`config.mk`:
```
export PLATFORM = sky130hd
export DESIGN_NAME = apb_master
export DESIGN_NICKNAME = d
export VERILOG_FILES = /design/src/rtl/apb_pkg.sv /design/src/rtl/apb_timeout_ctr.sv /design/src/rtl/apb_master.sv
export SDC_FILE = /design/constraint.sdc
export NUM_CORES = 1
export LEC_CHECK = 0
export ABC_AREA = 1
export CORE_UTILIZATION = 38
export DETAILED_ROUTE_END_ITERATION = 10
export GPL_TIMING_DRIVEN = 0
export PLACE_DENSITY = 0.83
export SETUP_SLACK_MARGIN = 0.5
export SYNTH_ARGS = -nofsm -noshare
export SYNTH_HDL_FRONTEND = slang
export SYNTH_SLANG_ARGS = --single-unit
```
`constraint.sdc`:
```
create_clock -name PCLK -period 1 [get_ports PCLK]
set_input_delay 0.1 -clock PCLK [delete_from_list [all_inputs] [get_ports PCLK]]
set_output_delay 0.1 -clock PCLK [all_outputs]
set_load 0.01 [all_outputs]
```
`src/rtl/apb_pkg.sv`:
```
// Shared types for the APB requester: FSM state encoding and the command record.
package apb_pkg;

  localparam int APB_AW = 32;
  localparam int APB_DW = 32;

  typedef enum logic [1:0] {
    APB_IDLE   = 2'd0,
    APB_SETUP  = 2'd1,
    APB_ACCESS = 2'd2
  } apb_state_e;

  typedef struct packed {
    logic              write;
    logic [APB_AW-1:0] addr;
    logic [APB_DW-1:0] wdata;
  } apb_cmd_t;

  // Smallest counter width able to hold TIMEOUT_CYCLES-1.
  function automatic int timeout_ctr_width(input int cycles);
    return (cycles <= 2) ? 1 : $clog2(cycles);
  endfunction

endpackage

```
`src/rtl/apb_timeout_ctr.sv`:
```
// Counts stalled ACCESS cycles and flags expiry at TIMEOUT_CYCLES-1 (used under APB_TIMEOUT_EN).
module apb_timeout_ctr
  import apb_pkg::*;
#(
  parameter int TIMEOUT_CYCLES = 16
) (
  input  logic clk,
  input  logic reset,
  input  logic clear,
  input  logic enable,
  output logic expired
);

  localparam int CW = timeout_ctr_width(TIMEOUT_CYCLES);
  localparam logic [CW-1:0] LAST = CW'(TIMEOUT_CYCLES - 1);

  logic [CW-1:0] count;

  // Saturates at LAST so the flag stays up until the requester leaves ACCESS.
  always_ff @(posedge clk) begin
    if (reset || clear) begin
      count <= '0;
    end else if (enable && !expired) begin
      count <= count + 1'b1;
    end
  end

  assign expired = (count == LAST);

endmodule

```
`src/rtl/apb_master.sv`:
```
// APB requester: valid/ready command in, SETUP/ACCESS transfers out, one response pulse per command.
// Optional ACCESS timeout abort enabled by defining APB_TIMEOUT_EN.
module apb_master
  import apb_pkg::*;
#(
  parameter int ADDRESS_WIDTH  = 32,
  parameter int DATA_WIDTH     = 32,
  parameter int TIMEOUT_CYCLES = 16
) (
  input  logic                     PCLK,
  input  logic                     PRESET,
  input  logic                     cmd_valid,
  output logic                     cmd_ready,
  input  logic                     cmd_write,
  input  logic [ADDRESS_WIDTH-1:0] cmd_addr,
  input  logic [DATA_WIDTH-1:0]    cmd_wdata,
  output logic                     rsp_valid,
  output logic [DATA_WIDTH-1:0]    rsp_rdata,
  output logic                     rsp_err,
  output logic                     busy,
  output logic                     M_PSEL,
  output logic                     M_PENABLE,
  output logic                     M_PWRITE,
  output logic [ADDRESS_WIDTH-1:0] M_PADDR,
  output logic [DATA_WIDTH-1:0]    M_PWDATA,
  input  logic                     M_PREADY,
  input  logic [DATA_WIDTH-1:0]    M_PRDATA
);

  if (TIMEOUT_CYCLES < 2) begin : g_bad_timeout
    $error("apb_master: TIMEOUT_CYCLES must be at least 2");
  end

  apb_state_e state;
  logic       timeout_abort;

`ifdef APB_TIMEOUT_EN
  logic timeout_expired;

  apb_timeout_ctr #(
    .TIMEOUT_CYCLES(TIMEOUT_CYCLES)
  ) u_timeout_ctr (
    .clk    (PCLK),
    .reset  (PRESET),
    .clear  (state != APB_ACCESS),
    .enable ((state == APB_ACCESS) && !M_PREADY),
    .expired(timeout_expired)
  );

  // PREADY in the expiry cycle wins, so only a still-stalled slave aborts.
  assign timeout_abort = (state == APB_ACCESS) && !M_PREADY && timeout_expired;
`else
  assign timeout_abort = 1'b0;
`endif

  // A completing ACCESS cycle can take the next command directly (back-to-back).
  always_comb begin
    cmd_ready = 1'b0;
    case (state)
      APB_IDLE:   cmd_ready = 1'b1;
      APB_ACCESS: cmd_ready = M_PREADY;
      default:    cmd_ready = 1'b0;
    endcase
  end

  assign busy = (state != APB_IDLE);

  always_ff @(posedge PCLK) begin
    if (PRESET) begin
      state     <= APB_IDLE;
      M_PSEL    <= 1'b0;
      M_PENABLE <= 1'b0;
      M_PWRITE  <= 1'b0;
      M_PADDR   <= '0;
      M_PWDATA  <= '0;
      rsp_valid <= 1'b0;
      rsp_rdata <= '0;
      rsp_err   <= 1'b0;
    end else begin
      rsp_valid <= 1'b0;
      rsp_rdata <= '0;
      rsp_err   <= 1'b0;
      case (state)
        APB_IDLE: begin
          if (cmd_valid) begin
            M_PWRITE  <= cmd_write;
            M_PADDR   <= cmd_addr;
            M_PWDATA  <= cmd_wdata;
            M_PSEL    <= 1'b1;
            M_PENABLE <= 1'b0;
            state     <= APB_SETUP;
          end
        end
        APB_SETUP: begin
          M_PENABLE <= 1'b1;
          state     <= APB_ACCESS;
        end
        APB_ACCESS: begin
          if (M_PREADY) begin
            rsp_valid <= 1'b1;
            rsp_rdata <= M_PWRITE ? '0 : M_PRDATA;
            M_PENABLE <= 1'b0;
            if (cmd_valid) begin
              M_PWRITE <= cmd_write;
              M_PADDR  <= cmd_addr;
              M_PWDATA <= cmd_wdata;
              state    <= APB_SETUP;
            end else begin
              M_PSEL <= 1'b0;
              state  <= APB_IDLE;
            end
          end else if (timeout_abort) begin
            rsp_valid <= 1'b1;
            rsp_err   <= 1'b1;
            M_PSEL    <= 1'b0;
            M_PENABLE <= 1'b0;
            state     <= APB_IDLE;
          end
        end
        default: begin
          M_PSEL    <= 1'b0;
          M_PENABLE <= 1'b0;
          state     <= APB_IDLE;
        end
      endcase
    end
  end

endmodule

```
### After elaboration in Yosys (flattened, before gate mapping)

Cells that the tools add are included.

| word-level totals | value |
|---|---|
| register bits | 102 |
| latch bits | 0 |
| bits in writable memories | 0 |
| ROM bits | 0 |
| input bits | 101 |
| output and inout bits | 103 |
| word-level logic and storage cells | 46 |
| memories kept | 0 |

| operators by class | value |
|---|---|
| add/sub/neg operators | 0 |
| multipliers | 0 |
| div/mod/pow operators | 0 |
| order comparisons | 0 |
| equality and inequality tests | 5 |
| shift-type cells | 0 |
| multiplexer cells | 22 |
| bitwise logic cells | 3 |
| reduce and logical (&&, ||, !) cells | 8 |

Operator list:

| operator | count |
|---|---|
| $mux W32 | 4 |
| $pmux W32 S2 | 2 |
| $mux W1 | 9 |
| $ne A2 B2 Y1 const B | 3 |
| $pmux W1 S3 | 2 |
| $pmux W2 S3 | 1 |
| $mux W2 | 2 |
| $pmux W1 S2 | 2 |
| $reduce_and A2 Y1 | 2 |
| $reduce_and A4 Y1 | 1 |
| $reduce_bool A2 Y1 | 2 |
| $reduce_or A4 Y1 | 1 |
| $not A1 Y1 | 3 |
| $eq A2 B1 Y1 const B | 1 |
| $eq A2 B2 Y1 const B | 1 |
| $logic_not A2 Y1 | 1 |
| $reduce_or A2 Y1 | 1 |

### Longest topological paths before layout

| logic depth | value |
|---|---|
| depth after elaboration | 3 |
| mapped depth | 8 |

### Worst setup path after synthesis

No wires, ideal clock.

| path | value |
|---|---|
| path kind | flip-flop to flip-flop |
| start | register M_PENABLE (netlist name) |
| end | register M_PADDR[13] |
| setup time | 0.110 ns |
| data arrival time | 1.035 ns |
| path slack | -0.145 ns |
| stages on the path, launching flop included | 8 |
| path buffers | 2 |
| period minus slack after synthesis | 1.145 ns |
| cells stage by stage | dfxtp_1 nand2_2 nand3_2 buf_4 buf_6 nand2_1 inv_2 nor2_1 |

RTL lines:

| what | RTL line | RTL |
|---|---|---|
| end signal, assigned | apb_master.sv:87 | `M_PADDR <= cmd_addr;` |
| end signal, assigned | apb_master.sv:105 | `M_PADDR <= cmd_addr;` |
| end, declared | apb_master.sv:24 | `output logic [ADDRESS_WIDTH-1:0] M_PADDR,` |

==> results.md <==
* Outcome: finished with violations
* Violated checks: setup timing
* Fin Clk Skew at 8.05 ps
* DRT Pass-1 Iters at 5
* CTS tree: done
* Crit path launch type: flop
* Sequential-to-total area share from yosys stat at 45.5%
* Worst path max stage delay at 400 ps
* Layout cells sized above 1 at 34.5%
* Fin. max-slew vios at 0
* Die area at 0.0121 mm2
* CTS sink count at 101
* First-pass GRT wire length at 18900 um
* Post-synth cell types at 19
* VDD IR max at 0.000797 V
* Worst-path clk slew at 70 ps
* Clock tree buffer depth at 2
* DR vias/cell at 4.30
* Sw frac at 28.0%
* Pin count of the biggest net entering global routing at 19
* Gate power share at 22.9%
* PwrDens at 1360 mW/mm2
* Pint at 7.35 mW
* Ranking of synthesized cells by area: dfxtp_1 (45%), inv_1 (18%), nand2_1 (11%)
* Met2 Wirelength at 6500 um
* Die Ht at 110 um
* CP max-delay cell: dfxtp_4
* Final net count at 1014
* WS Path Type: reg2reg
* Via Count at 4564
* Final ANT Viol Nets at 0
* Clk pwr share at 33.1%
* Setup_tns at -11000 ps
* DRC Markers at 0
* Post-place setup slack at -631 ps
* P_leak at 4.15 nW
* Cell Rows at 39
* Dpl hpwl at 8840 um
* I/O pin cnt at 204
* Reported max-cap violation count at 0
* Worst path cell trace: inv_2 > nor3_4 > nand3_4 > buf_4 > nor2_1
* Final Hold Viols at 0
* Area share of the largest cell type after synthesis at 45.5%
* DP Cell Count at 1025
* Core area at 0.0114 mm2
* Syn_nets at 782
* Inserted Clock Buffers at 9
* Worst Setup End Kind: flop
* Final period utilization at 116%
* WP data required at 1270 ps
* WP data arrival at 1430 ps
* CP delay by family, top: simple AND/OR/NAND/NOR gates
* Synthesized area at 0.00445 mm2
* P&R area growth vs syn at 69.0%
* WP buf/inv at 2
* Hold buffer count at CTS at 0
* Drt total wl at 12900 um
* IO buf count at 201
* Syn avg cell area at 6.53 um2
* Register Area at 0.00213 mm2
* Worst-path fanout max at 8
* Cell Count, Final, Fillers Out at 1061
* Top routing layer in use: met4
* Die X-Extent at 110 um
* Initial cell density of the core at 38.9%
* Root buffer cell: clkbuf_16
* Area leader, netlist: dfxtp_1
* Vias in the first global route at 3990
* RSZ-0062 raised after global routing: true
* Seq pwr share at 44.0%
* FILL cells at 959
* DRT iter0 DRCs at 144
* Area of the multi-input gates at 0.00148 mm2
* Total Routing Usage GR at 20.1%
* #FFs+latches synth at 101
* Sw Pwr at 2.85 mW
* Cells after synthesis at 681
* WL met3 at 731 um
* Yosys warnings at 0
* Grt total ovfl at 0
* Drt wl/cell at 12.1 um
* Hold Crit Class: in2reg
* Clock Latency Late Sink at 350 ps
* H-tree depth at 3
* Fmax at 863 MHz
* Initial antenna violation count at 0
* Endpoints failing setup at 100
* Worst setup margin at -158 ps
* Crit path time final at 1160 ps
* M1 wire length at 5370 um
* GPL Wtd Cong at 0.758
* ANT cells at 0
Yosys cell counts, drive strengths merged:
cell type / instances
nor4: 1
nand3: 2
a21boi: 1
nor3: 1
a21oi: 3
buf: 31
nor2: 101
clkbuf: 9
inv: 232
conb: 1
nand4: 65
dfxtp: 101
nand2: 133
final timing paths:
kind                                           endpoint  depth (start not counted)              startpoint  slack [ps]
worst max-delay path            rsp_rdata[3]$_SDFF_PP0_                          5  M_PENABLE$_SDFFE_PP0P_        -160
worst min-delay path              state[0]$_SDFFE_PP0P_                          2                  PRESET          90
worst max register to register  rsp_rdata[3]$_SDFF_PP0_                          5  M_PENABLE$_SDFFE_PP0P_        -160
worst min register to register      M_PSEL$_SDFFE_PP0P_                          2     M_PSEL$_SDFFE_PP0P_         500
power groups by stage:
stage,sequential (mW),combinational [mW],clock (mW)
2_1_floorplan,4.59,0.873,0
5_1_grt,4.52,2.59,3.62
6_report,4.49,2.33,3.38
3_5_place_dp,4.48,2.06,0
4_1_cts,4.48,2.20,3.48
3_3_place_gp,4.48,2.02,0
cell type report:
class / count / area share (%)
well taps: 143 / 2.38
repair buffers: 221 / 29.2
flip-flops and latches: 101 / 28.3
multi-input cells: 308 / 19.7
inverters: 232 / 11.7
clock buffers: 10 / 3.05
clock inverters: 6 / 0.749
plain buffers: 40 / 4.93
cell usage in the layout (no fill, tap or decap), drive strengths merged:
cell,count
inv,235
nand4,65
nor3,1
conb,1
dlygate4sd2,1
a21boi,1
nor2,101
nor4,1
clkbuf,18
dfxtp,101
dlymetal6s2s,1
clkdlybuf4s50,97
nand3,2
clkinv,2
clkinvlp,1
buf,154
a21oi,3
nand2,133
what timing repair did:
item / 4_1_cts / 5_1_grt
endpoints found under the setup margin: 203 / 203
setup buffers: 9 / 4
pin swaps: 4 / 7
endpoints found under the hold margin: 0 / 0
resized for setup: 593 / 80
gates cloned: 6 / 1
metrics by stage:
stage | utilization, % | hold WS, ps | cell area, um2 | total power, mW
6_report | 65.8 | 94.4 | 7510 | 10.2
5_1_grt | 65.8 | 120 | 7510 | 10.7
4_1_cts | 63.6 | 235 | 7260 | 10.2
3_5_place_dp | 58.8 | 475 | 6710 | 6.54
3_3_place_gp | 58.8 | 477 | 6710 | 6.50
2_1_floorplan | - | 165 | 4520 | 5.47
cells by family (layout without fill, tap and decap cells):
| kind of cell | after synthesis | after routing | share of synthesized area, % |
|---|---|---|---|
| simple gates | 303 | 303 | 29.6 |
| buf+inv | 272 | 509 | 24.4 |
| flops | 101 | 101 | 45.5 |
| compound gates | 4 | 4 | 0.507 |
| other cells | 1 | 1 | 0.0844 |
layer usage:
metal,up-vias,GRT usage (%)
li1,2389,-
met4,0,8.65
met5,-,0
met2,135,34.3
met1,2021,24.6
met3,19,3.76
registers in the layout (all words and copies together) (netlist names):
register	cells
M_PWRITE	1
state	1
M_PSEL	1
rsp_valid	1
M_PENABLE	1
rsp_rdata	32
M_PWDATA	32
M_PADDR	32
(Power assumes the default switching activity.)
